`src/rtl/tmds_encoder.sv`:
```
`default_nettype none
// ============================================================================
// Module   : tmds_encoder
// Purpose  : Per-channel DVI TMDS 8b/10b encoder, 3-stage pipeline.
//            Optional TMDS_DISP_OUT_EN exposes the running disparity (disp_cnt).
// Revision : 1.0 - initial release
// ============================================================================
module tmds_encoder #(
  parameter int CNT_W = 6
) (
  input  logic             pixel_clk,
  input  logic             reset_n,
  input  logic [7:0]       data,
  input  logic             blank,
  input  logic             c0,
  input  logic             c1,
`ifdef TMDS_DISP_OUT_EN
  output logic [CNT_W-1:0] disp_cnt,
`endif
  output logic [9:0]       q_out
);

  localparam logic [9:0] c_ctrl_00 = 10'b1101010100;
  localparam logic [9:0] c_ctrl_01 = 10'b0010101011;
  localparam logic [9:0] c_ctrl_10 = 10'b0101010100;
  localparam logic [9:0] c_ctrl_11 = 10'b1010101011;
  localparam logic signed [CNT_W-1:0] c_two = CNT_W'(2);

  // Stage 1: register inputs and the ones-count of the pixel
  logic [7:0] r_s1_data;
  logic       r_s1_de, r_s1_c0, r_s1_c1;
  logic [3:0] r_s1_n1d;
  logic [3:0] w_n1d;

  always_comb begin
    w_n1d = 4'd0;
    for (int i = 0; i < 8; i++) w_n1d = w_n1d + {3'b000, data[i]};
  end

  always_ff @(posedge pixel_clk or negedge reset_n) begin
    if (!reset_n) begin
      r_s1_data <= 8'd0;
      r_s1_de   <= 1'b0;
      r_s1_c0   <= 1'b0;
      r_s1_c1   <= 1'b0;
      r_s1_n1d  <= 4'd0;
    end else begin
      r_s1_data <= data;
      r_s1_de   <= ~blank;
      r_s1_c0   <= c0;
      r_s1_c1   <= c1;
      r_s1_n1d  <= w_n1d;
    end
  end

  // Stage 2: transition-minimised word q_m
  logic       w_use_xnor;
  logic [8:0] w_qm;
  logic [8:0] r_s2_qm;
  logic       r_s2_de, r_s2_c0, r_s2_c1;

  assign w_use_xnor = (r_s1_n1d > 4'd4) || ((r_s1_n1d == 4'd4) && !r_s1_data[0]);

  always_comb begin
    w_qm    = 9'd0;
    w_qm[0] = r_s1_data[0];
    for (int i = 1; i < 8; i++)
      w_qm[i] = w_use_xnor ? ~(w_qm[i-1] ^ r_s1_data[i]) : (w_qm[i-1] ^ r_s1_data[i]);
    w_qm[8] = ~w_use_xnor;
  end

  always_ff @(posedge pixel_clk or negedge reset_n) begin
    if (!reset_n) begin
      r_s2_qm <= 9'd0;
      r_s2_de <= 1'b0;
      r_s2_c0 <= 1'b0;
      r_s2_c1 <= 1'b0;
    end else begin
      r_s2_qm <= w_qm;
      r_s2_de <= r_s1_de;
      r_s2_c0 <= r_s1_c0;
      r_s2_c1 <= r_s1_c1;
    end
  end

  // Stage 3: DC balancing against the signed running disparity
  logic signed [CNT_W-1:0] r_cnt;
  logic signed [CNT_W-1:0] w_cnt_next;
  logic signed [CNT_W-1:0] w_diff;
  logic [3:0]              w_n1q, w_n0q;
  logic [9:0]              w_q_next;
  logic                    w_case_a, w_case_b, w_qm8;

  always_comb begin
    w_n1q = 4'd0;
    for (int i = 0; i < 8; i++) w_n1q = w_n1q + {3'b000, r_s2_qm[i]};
  end

  assign w_n0q  = 4'd8 - w_n1q;
  assign w_diff = $signed({{(CNT_W-4){1'b0}}, w_n1q}) - $signed({{(CNT_W-4){1'b0}}, w_n0q});
  assign w_qm8  = r_s2_qm[8];

  assign w_case_a = (r_cnt == '0) || (w_n1q == w_n0q);
  assign w_case_b = (!r_cnt[CNT_W-1] && (r_cnt != '0) && (w_n1q > w_n0q)) ||
                    ( r_cnt[CNT_W-1] && (w_n0q > w_n1q));

  always_comb begin
    w_q_next   = c_ctrl_00;
    w_cnt_next = '0;
    if (r_s2_de) begin
      if (w_case_a) begin
        w_q_next   = {~w_qm8, w_qm8, w_qm8 ? r_s2_qm[7:0] : ~r_s2_qm[7:0]};
        w_cnt_next = w_qm8 ? (r_cnt + w_diff) : (r_cnt - w_diff);
      end else if (w_case_b) begin
        w_q_next   = {1'b1, w_qm8, ~r_s2_qm[7:0]};
        w_cnt_next = r_cnt + (w_qm8 ? c_two : '0) - w_diff;
      end else begin
        w_q_next   = {1'b0, w_qm8, r_s2_qm[7:0]};
        w_cnt_next = r_cnt - (w_qm8 ? '0 : c_two) + w_diff;
      end
    end else begin
      case ({r_s2_c1, r_s2_c0})
        2'b00:   w_q_next = c_ctrl_00;
        2'b01:   w_q_next = c_ctrl_01;
        2'b10:   w_q_next = c_ctrl_10;
        default: w_q_next = c_ctrl_11;
      endcase
    end
  end

  always_ff @(posedge pixel_clk or negedge reset_n) begin
    if (!reset_n) begin
      q_out <= c_ctrl_00;
      r_cnt <= '0;
    end else begin
      q_out <= w_q_next;
      r_cnt <= w_cnt_next;
    end
  end

`ifdef TMDS_DISP_OUT_EN
  assign disp_cnt = r_cnt;
`endif

endmodule
`default_nettype wire

```
`config.mk`:
```
export PLATFORM = sky130hd
export DESIGN_NAME = tmds_encoder
export DESIGN_NICKNAME = d
export VERILOG_FILES = /design/src/rtl/tmds_encoder.sv
export SDC_FILE = /design/constraint.sdc
export NUM_CORES = 1
export LEC_CHECK = 0
export CAP_MARGIN = 20
export CORE_MARGIN = 4
export CORE_UTILIZATION = 32
export DETAILED_ROUTE_END_ITERATION = 10
export RECOVER_POWER = 50
export SLEW_MARGIN = 20
export SYNTH_ARGS = -nofsm -noshare
export SYNTH_HDL_FRONTEND = slang
export SYNTH_SLANG_ARGS = --single-unit
```
`constraint.sdc`:
```
create_clock -name pixel_clk -period 10.7 [get_ports pixel_clk]
set_clock_uncertainty 0.15 [all_clocks]
set_input_delay 2.14 -clock pixel_clk [delete_from_list [all_inputs] [get_ports pixel_clk]]
set_output_delay 2.14 -clock pixel_clk [all_outputs]
set_load 0.05 [all_outputs]
```
==> results.md <==
- Status: finished with violations
- Failing checks: max-capacitance violations, max-slew violations
- Total grt overflow: 0
- Largest net degree at the start of global routing: 44
- Most frequent cells in the layout: 45 x inv_1, 38 x dfrtp_1, 30 x ha_1, 27 x xnor2_1
- Net Count, Synth: 320
- WHS Endpoint: r_s2_c1$_DFF_PN0_
- Critical R2R Launch: r_s2_qm[0]$_DFF_PN0_
- Area grow syn2layout: 14.01%
- Postcts setup bufs: 0
- Cells on Worst Hold Path: 0
- Vias in the first global route: 1,871
- Crit path max fanout: 9
- DRC Markers: 0
- Clock slew at reported path FFs: 0.08 ns
- CTS Sinks: 43
- Fmax: 159.3 MHz
- Endpoint type of the worst setup path: register
- Layout fillers: 905
- Initial Util: 33.01%
- Final setup vio count: 0
- Antenna violations before repair: 0
- Count of different cell masters after synthesis: 41
- Std cell rows: 34
- Period utilisation layout: 58.65%
- Register-to-Register Path Depth: 23
- Max_slew headroom: -54.50%
- Post-DP HPWL: 4030 µm
- Worst reg2reg path endpoint: r_cnt[5]$_DFF_PN0_
- Hold_buf cts: 0
- Die Footprint: 0.01063 mm²
- Die H: 103.1 µm
- Core ar.: 0.008763 mm²
- Syn avg cell area: 10.96 µm²
- Mapped Area: 0.002893 mm²
- Total of max-cap violations: 1
- DR WL/cell: 12.90 µm
- CTS HTree Levels: 2
- Top layer in use: met4
- Nets: 343
- GR Util All Layers: 10.43%
- Worst Path Arrival: 6.32 ns
- First-pass GRT wire length: 8611 µm
- Met2 Routed Length: 2632 µm
- Flop and latch count out of synthesis: 43
- Via-to-Cell Ratio: 4.609
- Worst setup SP type: register
- Min-delay src: r_s1_c1$_DFF_PN0_
- Worst-Skew Late Latency: 0.30 ns
- Share of cells above drive strength 1: 8.333%
- Port-buffer cells: 22
- Setup TNS: 0 ns
- CP Class: register to register
- Resized Gates After CTS: 0
- RD Place Congestion: 0.8528
- Met3 wire length: 154 µm
- DR vias: 1,825
- Gate Count Post-Synth: 264
- Sequential-to-total area share from yosys stat: 37.41%
- Req. time, crit path: 10.74 ns
- Final ANT Viol Nets: 0
- Root Buffer: clkbuf_8
- Most common cell after layout, fill and taps aside: inv_1
- Io pins: 23
- Die extent in x: 103.1 µm
- CTS tree: yes
- Unrepaired setup endpoints after global routing: no
- Tmin final: 6.276 ns
- Num CTS Buffers: 5
- Clk buf depth: 2
- Detailed Route Iter0 Violations: 127
- Met1 Wirelength: 2296 µm
- Number of antenna diodes: 0
- Worst Hold Class: register to register
- Worst-margin pin slew: 2.317 ns
- R2R Setup Slk: 4.42 ns
- Detailed Route WL: 5110 µm
- Hold Fails Final Rpt: 0
- First-pass DRT Iterations: 4
- Max-slew violations: 44
- Yosys warning total: 0
## worst max-delay path, cell delays in order, from the launching register on
cell and delay, ns:
dfrtp_1 0.36, inv_1 0.06, fa_1 0.56, fa_1 0.44, fa_1 0.49, inv_1 0.04
ha_1 0.21, fa_1 0.59, nor2_1 0.22, inv_1 0.06, ha_1 0.37, nand2_1 0.06
mux2_2 0.27, o221ai_2 0.33, inv_1 0.11, ha_1 0.29, inv_1 0.05, ha_1 0.32
o21a_1 0.13, or3_1 0.34, a221o_2 0.37, o211ai_1 0.09, nand3_1 0.09, o211a_1 0.16
## sequential cells by signal, indices dropped and copies added (netlist names), 4 cells and up
| signal | count |
|---|---|
| r_cnt | 6 |
| r_s1_n1d | 4 |
| q_out | 10 |
| r_s2_qm | 9 |
| r_s1_data | 8 |
## synth_stat cells
library cell	number	share of area, %
or2_2	3	0.65
buf_4	2	0.52
buf_2	1	0.17
nor2b_1	4	0.86
and2_1	1	0.22
a211oi_1	1	0.26
a221o_2	1	0.39
a21o_1	13	3.4
a21boi_0	1	0.26
or3b_1	1	0.30
or3_1	3	0.65
a21oi_4	1	0.56
fa_1	13	9.0
nor3_2	2	0.69
nand2b_1	2	0.43
o2111ai_1	2	0.61
o311ai_0	1	0.30
o21a_1	4	1.0
nand3_1	1	0.17
o21ai_0	6	1.0
xor2_4	1	0.95
inv_1	45	5.8
a2111oi_2	1	0.52
dfstp_2	5	4.5
xor2_1	7	2.1
nor2_1	10	1.3
nand2_1	7	0.91
o311a_1	1	0.35
o211ai_1	2	0.52
o211a_1	3	1.0
mux2i_1	4	1.4
mux2_2	2	0.78
nand4_1	1	0.22
a21oi_1	11	1.9
dfrtp_1	38	33
nor3_1	1	0.17
or4_1	1	0.26
o221ai_2	1	0.52
buf_6	3	1.2
ha_1	30	13
xnor2_1	27	8.2
## final cells by class
| class | instances | area [µm²] | share of cell area (%) |
|---|---|---|---|
| Clock inverter | 2 | 37.54 | 1.138 |
| Timing Repair Buffer | 22 | 214.0 | 6.487 |
| Multi-Input combinational cell | 170 | 1588 | 48.14 |
| Tap cell | 108 | 135.1 | 4.097 |
| Sequential cell | 43 | 1082 | 32.81 |
| Inverter | 45 | 168.9 | 5.121 |
| Clock buffer | 6 | 72.57 | 2.200 |
## worst max-delay path by stage
stage               cells after the start  slack (ns)                 end                  from
finish                                 23        4.42  r_cnt[5]$_DFF_PN0_  r_s2_qm[0]$_DFF_PN0_
floorplan                              23        4.80  r_cnt[5]$_DFF_PN0_  r_s2_qm[0]$_DFF_PN0_
global route                           23        4.12  r_cnt[5]$_DFF_PN0_  r_s2_qm[0]$_DFF_PN0_
global placement                       23        4.56  r_cnt[5]$_DFF_PN0_  r_s2_qm[0]$_DFF_PN0_
CTS                                    23        4.39  r_cnt[5]$_DFF_PN0_  r_s2_qm[0]$_DFF_PN0_
detailed placement                     23        4.39  r_cnt[5]$_DFF_PN0_  r_s2_qm[0]$_DFF_PN0_
## through the flow
step / std cells / hold slack [ns] / cell area, µm² / setup WS [ns] / utilization, %
after global placement: 388 / 0.1834 / 3189 / 4.562 / 36.39
after floorplan: 264 / 0.1812 / 2893 / 4.798 / -
final: 396 / 0.2060 / 3298 / 4.424 / 37.64
after CTS: 396 / 0.2080 / 3299 / 4.395 / 37.65
after detailed placement: 388 / 0.1887 / 3189 / 4.390 / 36.39
after global routing: 396 / 0.2107 / 3298 / 4.124 / 37.64
## cells by family (layout without fill, tap and decap cells)
family	Yosys count	after routing	synth area share [%]
fa+ha+maj	43	43	21.97
flops	43	43	37.41
buf+inv	51	75	7.698
mux	6	6	2.163
simple gates	37	37	6.834
compound gates	49	49	12.67
xor+xnor	35	35	11.25
## routing by layer
layer  track usage [%]  vias up
li1                  -      906
met1             13.21      891
met2             18.20       25
met3             2.639        3
met4             1.793        0
met5                 0        -
Power is not shown: default switching activity piles up to over one toggle a cycle in this logic, so the estimate is an artifact.
